==> src/rtl/sn_io_protocol3.sv <==
// Byte-stream host protocol engine: decodes UART command bytes into register-file accesses
// and streams status/output bytes back, with a watchdog that aborts stalled transactions.
module sn_io_protocol3 #(
  parameter int P_NUM_INPUTS    = 23,
  parameter int P_IN_BYTES      = 3,
  parameter int P_NUM_OUTPUTS   = 3,
  parameter int P_OUT_BYTES     = 1,
  parameter int P_WATCHDOG_TIME = 100
) (
  input  logic       i_clk,
  input  logic       i_rst_n,
  input  logic       i_rx_valid,
  input  logic [7:0] i_rx_data,
  output logic       o_tx_valid,
  input  logic       i_tx_ready,
  output logic [7:0] o_tx_data,
  output logic       o_prot_enable,
  output logic       o_prot_r0w1,
  output logic [6:0] o_prot_addr,
  output logic [7:0] o_prot_wdata,
  input  logic [7:0] i_prot_rdata,
  output logic       o_busy,
  output logic       o_timeout
);

  localparam int          LP_WD_W     = $clog2(P_WATCHDOG_TIME + 1);
  localparam logic [LP_WD_W-1:0] LP_WD_MAX = LP_WD_W'(P_WATCHDOG_TIME);
  localparam logic [1:0]  LP_IN_LAST  = 2'(P_IN_BYTES - 1);
  localparam logic [1:0]  LP_OUT_LAST = 2'(P_OUT_BYTES - 1);
  localparam logic [15:0] LP_IN_MAX   = 16'(P_NUM_INPUTS);
  localparam logic [7:0]  LP_OUT_MAX  = 8'(P_NUM_OUTPUTS - 1);

  typedef enum logic [3:0] {
    S_IDLE, S_TS_HI, S_TS_LO, S_WI_IDX_MSB, S_WI_IDX_LSB, S_WI_DATA, S_WI_COMMIT,
    S_EX_START, S_EX_POLL, S_EX_TX, S_RO_SEL, S_RO_RD, S_RO_TX, S_DBG_ADDR, S_DBG_TX
  } state_t;

  state_t               r_state, w_state_nxt;
  logic [15:0]          r_in_idx, w_in_idx_nxt;
  logic [7:0]           r_out_idx, w_out_idx_nxt;
  logic [1:0]           r_byte_cnt, w_byte_cnt_nxt;
  logic [7:0]           r_tx_data, w_tx_data_nxt;
  logic [LP_WD_W-1:0]   r_wdog;
  logic                 w_wd_active, w_expire, w_tx_hold, w_tx_acc;

  // Watchdog only runs in states that wait on the host or on the UART.
  assign w_wd_active = (r_state == S_TS_HI)   || (r_state == S_TS_LO)  ||
                       (r_state == S_WI_DATA) || (r_state == S_EX_POLL) ||
                       (r_state == S_EX_TX)   || (r_state == S_RO_TX)  ||
                       (r_state == S_DBG_ADDR) || (r_state == S_DBG_TX);
  assign w_expire  = w_wd_active && (r_wdog == LP_WD_MAX);
  assign w_tx_hold = (r_state == S_EX_TX) || (r_state == S_RO_TX) || (r_state == S_DBG_TX);

  assign o_tx_valid = w_tx_hold && !w_expire;
  assign o_tx_data  = r_tx_data;
  assign w_tx_acc   = o_tx_valid && i_tx_ready;
  assign o_timeout  = w_expire;
  assign o_busy     = (r_state != S_IDLE);

  always_comb begin
    w_state_nxt    = r_state;
    w_in_idx_nxt   = r_in_idx;
    w_out_idx_nxt  = r_out_idx;
    w_byte_cnt_nxt = r_byte_cnt;
    w_tx_data_nxt  = r_tx_data;
    o_prot_enable  = 1'b0;
    o_prot_r0w1    = 1'b0;
    o_prot_addr    = 7'd0;
    o_prot_wdata   = 8'd0;
    case (r_state)
      S_IDLE: if (i_rx_valid) begin
        case (i_rx_data)
          8'hFF:   w_state_nxt = S_WI_IDX_MSB;
          8'h55:   w_state_nxt = S_TS_HI;
          8'hAA:   w_state_nxt = S_RO_SEL;
          8'h33:   w_state_nxt = S_DBG_ADDR;
          default: w_state_nxt = S_IDLE;
        endcase
      end
      S_TS_HI, S_TS_LO: if (i_rx_valid) begin
        o_prot_enable = 1'b1;
        o_prot_r0w1   = 1'b1;
        o_prot_addr   = (r_state == S_TS_HI) ? 7'd3 : 7'd4;
        o_prot_wdata  = i_rx_data;
        w_state_nxt   = (r_state == S_TS_HI) ? S_TS_LO : S_IDLE;
      end
      S_WI_IDX_MSB, S_WI_IDX_LSB: begin
        o_prot_enable = 1'b1;
        o_prot_r0w1   = 1'b1;
        o_prot_addr   = (r_state == S_WI_IDX_MSB) ? 7'd6 : 7'd7;
        o_prot_wdata  = (r_state == S_WI_IDX_MSB) ? r_in_idx[15:8] : r_in_idx[7:0];
        w_state_nxt   = (r_state == S_WI_IDX_MSB) ? S_WI_IDX_LSB : S_WI_DATA;
      end
      S_WI_DATA: if (i_rx_valid) begin
        o_prot_enable = 1'b1;
        o_prot_r0w1   = 1'b1;
        o_prot_addr   = 7'd8 + 7'(r_byte_cnt);
        o_prot_wdata  = i_rx_data;
        if (r_byte_cnt == LP_IN_LAST) begin
          w_byte_cnt_nxt = 2'd0;
          w_state_nxt    = S_WI_COMMIT;
        end else begin
          w_byte_cnt_nxt = r_byte_cnt + 2'd1;
        end
      end
      S_WI_COMMIT: begin
        o_prot_enable = 1'b1;
        o_prot_r0w1   = 1'b1;
        o_prot_addr   = 7'd5;
        o_prot_wdata  = 8'h01;
        if (r_in_idx == LP_IN_MAX) begin
          w_in_idx_nxt = 16'd1;
          w_state_nxt  = S_EX_START;
        end else begin
          w_in_idx_nxt = r_in_idx + 16'd1;
          w_state_nxt  = S_WI_IDX_MSB;
        end
      end
      S_EX_START: begin
        o_prot_enable = 1'b1;
        o_prot_r0w1   = 1'b1;
        o_prot_addr   = 7'd0;
        o_prot_wdata  = 8'h01;
        w_state_nxt   = S_EX_POLL;
      end
      S_EX_POLL: if (i_rx_valid) begin
        if (i_rx_data == 8'h00) begin
          w_state_nxt = S_IDLE;
        end else begin
          o_prot_enable = 1'b1;
          w_tx_data_nxt = i_prot_rdata;
          w_state_nxt   = S_EX_TX;
        end
      end
      S_EX_TX: if (w_tx_acc) w_state_nxt = (r_tx_data == 8'h00) ? S_RO_SEL : S_EX_POLL;
      S_RO_SEL: begin
        o_prot_enable = 1'b1;
        o_prot_r0w1   = 1'b1;
        o_prot_addr   = 7'd12;
        o_prot_wdata  = r_out_idx;
        w_state_nxt   = S_RO_RD;
      end
      S_RO_RD: begin
        o_prot_enable = 1'b1;
        o_prot_addr   = 7'd13 + 7'(r_byte_cnt);
        w_tx_data_nxt = i_prot_rdata;
        w_state_nxt   = S_RO_TX;
      end
      S_RO_TX: if (w_tx_acc) begin
        if (r_byte_cnt == LP_OUT_LAST) begin
          w_byte_cnt_nxt = 2'd0;
          if (r_out_idx == LP_OUT_MAX) begin
            w_out_idx_nxt = 8'd0;
            w_state_nxt   = S_IDLE;
          end else begin
            w_out_idx_nxt = r_out_idx + 8'd1;
            w_state_nxt   = S_RO_SEL;
          end
        end else begin
          w_byte_cnt_nxt = r_byte_cnt + 2'd1;
          w_state_nxt    = S_RO_RD;
        end
      end
      S_DBG_ADDR: if (i_rx_valid) begin
        o_prot_enable = 1'b1;
        o_prot_addr   = i_rx_data[6:0];
        w_tx_data_nxt = i_prot_rdata;
        w_state_nxt   = S_DBG_TX;
      end
      S_DBG_TX: if (w_tx_acc) w_state_nxt = S_IDLE;
      default: w_state_nxt = S_IDLE;
    endcase
    // Expiry overrides whatever the state decoded, including a same-cycle rx byte.
    if (w_expire) begin
      w_state_nxt    = S_IDLE;
      w_in_idx_nxt   = 16'd1;
      w_out_idx_nxt  = 8'd0;
      w_byte_cnt_nxt = 2'd0;
      w_tx_data_nxt  = r_tx_data;
      o_prot_enable  = 1'b0;
      o_prot_r0w1    = 1'b0;
      o_prot_addr    = 7'd0;
      o_prot_wdata   = 8'd0;
    end
  end

  always_ff @(posedge i_clk or negedge i_rst_n) begin
    if (!i_rst_n) begin
      r_state    <= S_IDLE;
      r_in_idx   <= 16'd1;
      r_out_idx  <= 8'd0;
      r_byte_cnt <= 2'd0;
      r_tx_data  <= 8'd0;
      r_wdog     <= '0;
    end else begin
      r_state    <= w_state_nxt;
      r_in_idx   <= w_in_idx_nxt;
      r_out_idx  <= w_out_idx_nxt;
      r_byte_cnt <= w_byte_cnt_nxt;
      r_tx_data  <= w_tx_data_nxt;
      if (!w_wd_active || i_rx_valid || w_tx_acc || (w_state_nxt != r_state))
        r_wdog <= '0;
      else
        r_wdog <= r_wdog + 1'b1;
    end
  end

endmodule

==> config.mk <==
export PLATFORM = sky130hd
export DESIGN_NAME = sn_io_protocol3
export DESIGN_NICKNAME = d
export VERILOG_FILES = /design/src/rtl/sn_io_protocol3.sv
export SDC_FILE = /design/constraint.sdc
export NUM_CORES = 1
export LEC_CHECK = 0
export ABC_AREA = 1
export CAP_MARGIN = 20
export CORE_MARGIN = 4
export CORE_UTILIZATION = 40
export DETAILED_ROUTE_END_ITERATION = 16
export GPL_TIMING_DRIVEN = 0
export SETUP_SLACK_MARGIN = 0.05
export SLEW_MARGIN = 40
export SYNTH_ARGS = -nofsm -noshare
export SYNTH_HDL_FRONTEND = slang
export SYNTH_SLANG_ARGS = --single-unit
==> constraint.sdc <==
create_clock -name i_clk -period 2.94 [get_ports i_clk]
set_input_delay 0.441 -clock i_clk [delete_from_list [all_inputs] [get_ports i_clk]]
set_output_delay 0.441 -clock i_clk [all_outputs]
set_load 0.02 [all_outputs]
==> results of run 1 <==
==> repair_timing <==
item	4_1_cts	5_1_grt
setup buffers	3	0
pin swaps	1	0
gates resized for setup	26	18
endpoints found under the hold margin	15	0
hold buffers	1	0
setup endpoints to repair	18	17
==> state kept, by name, summed over array words and instances, names as in the netlist <==
signal,cells
r_in_idx,16
o_tx_data,8
r_out_idx,8
r_wdog,7
r_state,4
r_byte_cnt,2
==> kinds of logic after synthesis <==
family	after synthesis
DFF	45
and+or+nand+nor	258
AOI/OAI and AO/OA	80
buffers and inverters	99
adders and majority gates	11
muxes	8
xor gates and xnor gates	11
==> layout make-up <==
class | count | area, um2
clock buffers | 6 | 82.6
well taps | 108 | 135
inverters | 87 | 327
fillers | 906 | 4350
multi-input cells | 368 | 2100
clock inverters | 2 | 37.5
plain buffers | 10 | 73.8
flip-flops and latches | 45 | 1130
repair buffers | 52 | 492
==> through the flow <==
stage           util  cells
6_report       0.501    678
4_1_cts        0.500    679
2_1_floorplan      -    512
3_5_place_dp   0.484    668
3_3_place_gp   0.482    667
5_1_grt        0.501    678
==> routing by layer <==
metal / track usage / share of wire
met2: 0.343 / 0.46
met5: 0 / 0
met3: 0.0304 / 0.064
met4: 0.0468 / 0.014
met1: 0.284 / 0.46
==> layout by cell type, fill, tap and decap left out, types with 10 or more instances in the layout <==
master	instances
dfrtp_1	43
nand2_1	90
a21oi_1	19
xor2_1	10
nand3_1	27
dlygate4sd2_1	12
inv_1	82
clkdlybuf4s50_1	28
nand2_2	11
nor2_1	64
nor3_1	28
ha_1	11
o21ai_0	25
==> power by group <==
part           internal [uW]  switching [uW]
Combinational            727            1220
Sequential               747             127
Clock                    277             232
==> worst paths after layout <==
| check | start | end | slack [ns] | depth (start not counted) |
|---|---|---|---|---|
| min in group asynchronous | i_rst_n | o_tx_data[7] | 0.52 | 2 |
| max in group asynchronous | i_rst_n | r_in_idx[0] | 1.92 | 3 |
| hold / removal | r_wdog[0] | r_wdog[0] | 0.50 | 1 |
| hold reg to reg | r_wdog[0] | r_wdog[0] | 0.50 | 1 |
| setup / recovery | r_state[2] | o_prot_addr[5] | 0.13 | 11 |
| setup reg to reg | r_in_idx[0] | r_in_idx[14] | 0.70 | 12 |
==> results_dict.tcl, run 1 <==
set metrics [dict create \
    grt-ovfl-total 0 \
    synth_top_family_by_area "simple AND/OR/NAND/NOR gates" \
    min_path_type "register to register" \
    io_pins 48 \
    nNetsFinal 600 \
    vdd_ir_drop_max_mv 0.477 \
    drv_cap 0 \
    cts.sinks 45 \
    fin_worst_skew_ns 0.00594 \
    hpwl_um 8220 \
    track_usage 0.206 \
    rsz0062_at_grt "true" \
    port_buffers 47 \
    numCtsBuffers 5 \
    crit_top_cell "nand2_4" \
    vias 3516 \
    synth_warnings 0 \
    final_antenna_net_count 0 \
    synthSimpleGateAreaFrac 0.341 \
    vias_per_cell 5.19 \
    grt_pass1_wl_um 17300 \
    pre_cts_ws_ns -0.356 \
    root_buffer "clkbuf_8" \
    relSlewSlack 0.668 \
    cp_slowest_cell "dfrtp_1" \
    cp_max_fo 10 \
    clock.fmax_mhz 356 \
    synth_top_cell_area_share 0.306 \
    die-area_um2 10600 \
    final_max_slew_viol_count 0 \
    design_area_um2 4370 \
    synthAdderAreaFrac 0.0383 \
    syn_nets 543 \
    min_period_over_period 0.955 \
    die_w_um 103 \
    worstPathCellList "nand2_2 > inv_1 > nand2_1 > nand2_4 > nor3_2 > nand2_4 > nand2_8 > inv_2 > buf_2 > nor3_1 > dlygate4sd2_1" \
    area_growth_syn_to_layout_pct 21.6 \
    seq_area_frac_synth 0.314 \
    syn_area_um2 3600 \
    fin_ws_ns 0.134 \
    initial_utilization 0.412 \
    critPathArrivalTime_ns 2.37 \
    row_count 34 \
    period_needed_ns 2.81 \
    crit_path_end_kind "output port" \
    synth_most_common_cell "nand2_1" \
    synth_mux_area_frac 0.0251 \
    synthTopCellsByArea "dfrtp_1 (31%), nand2_1 (9.6%), inv_1 (8.7%), nor2_1 (7.0%), nor3_1 (3.9%)" \
    cts_buffer_depth 2 \
    grt_max_degree 31 \
    yosys-top-cells-count "nand2_1 (92), inv_1 (83), nor2_1 (67), dfrtp_1 (44), nor3_1 (28)" \
    insertion_delay_ns 0.30 \
    drt_iter0_markers 140 \
    cp-start-kind "register" \
    cp_num_buf_inv 4 \
    grt_pass1_vias 3414 \
    synth_top_area_cell "dfrtp_1" \
    synth_edf_count 0 \
    h-tree-depth 2 \
    wl_per_cell_um 15.4 \
    cpPeakStageDelay_ns 0.46 \
    synth-async-reset-ratio 1.00 \
    worst_pin_slew_ns 0.498 \
    ys.flop_type "dfrtp_1" \
    required_ns 2.50 \
    core_area_um2 8720 \
    hold_viol_final 0 \
    yosys_register_bits 45 \
    synth_compound_area_frac 0.142 \
    path_clk_slew_ns 0.09 \
    synth.distinct_cells 45 \
    leakagePower_uw 0.00210 \
    die-height_um 103 \
    finalSetupViolCount 0 \
    drive_gt1_frac 0.137 \
    synth_area_per_cell_um2 7.02 \
    finalPower_uw 3330 \
    antennaDiodeCount 0 \
    power.density_nw_per_um2 762 \
    placed_cell_area_um2 4220 \
    synth_xor_area_frac 0.0268 \
    place.gp.congestion 0.911 \
    cts_tree "done" \
    fin_tns_setup_ns 0 \
    hold_ws_ns 0.499 \
    critPathKind "register to output port" \
    crit_family "simple AND/OR/NAND/NOR gates" \
    status "finished clean" \
    antenna_found_initial 0 \
    drcViolationCount 0 \
    syn_inst 512 \
    wl_um 10400 \
    drt_pre_antenna_iters 5 \
]
No activity file was read; power rests on OpenSTA's default activity.
==> run 2, diff against run 1 <==
--- a/config.mk
+++ b/config.mk
@@ -9,6 +9,7 @@
 export CAP_MARGIN = 20
 export CORE_MARGIN = 4
 export CORE_UTILIZATION = 40
+export CTS_BUF_LIST = sky130_fd_sc_hd__clkbuf_2 sky130_fd_sc_hd__clkbuf_4 sky130_fd_sc_hd__clkbuf_8
 export DETAILED_ROUTE_END_ITERATION = 16
 export GPL_TIMING_DRIVEN = 0
 export SETUP_SLACK_MARGIN = 0.05
==> results of run 2 <==
No change in the layout: final DEF, timing and power equal those of run 1.
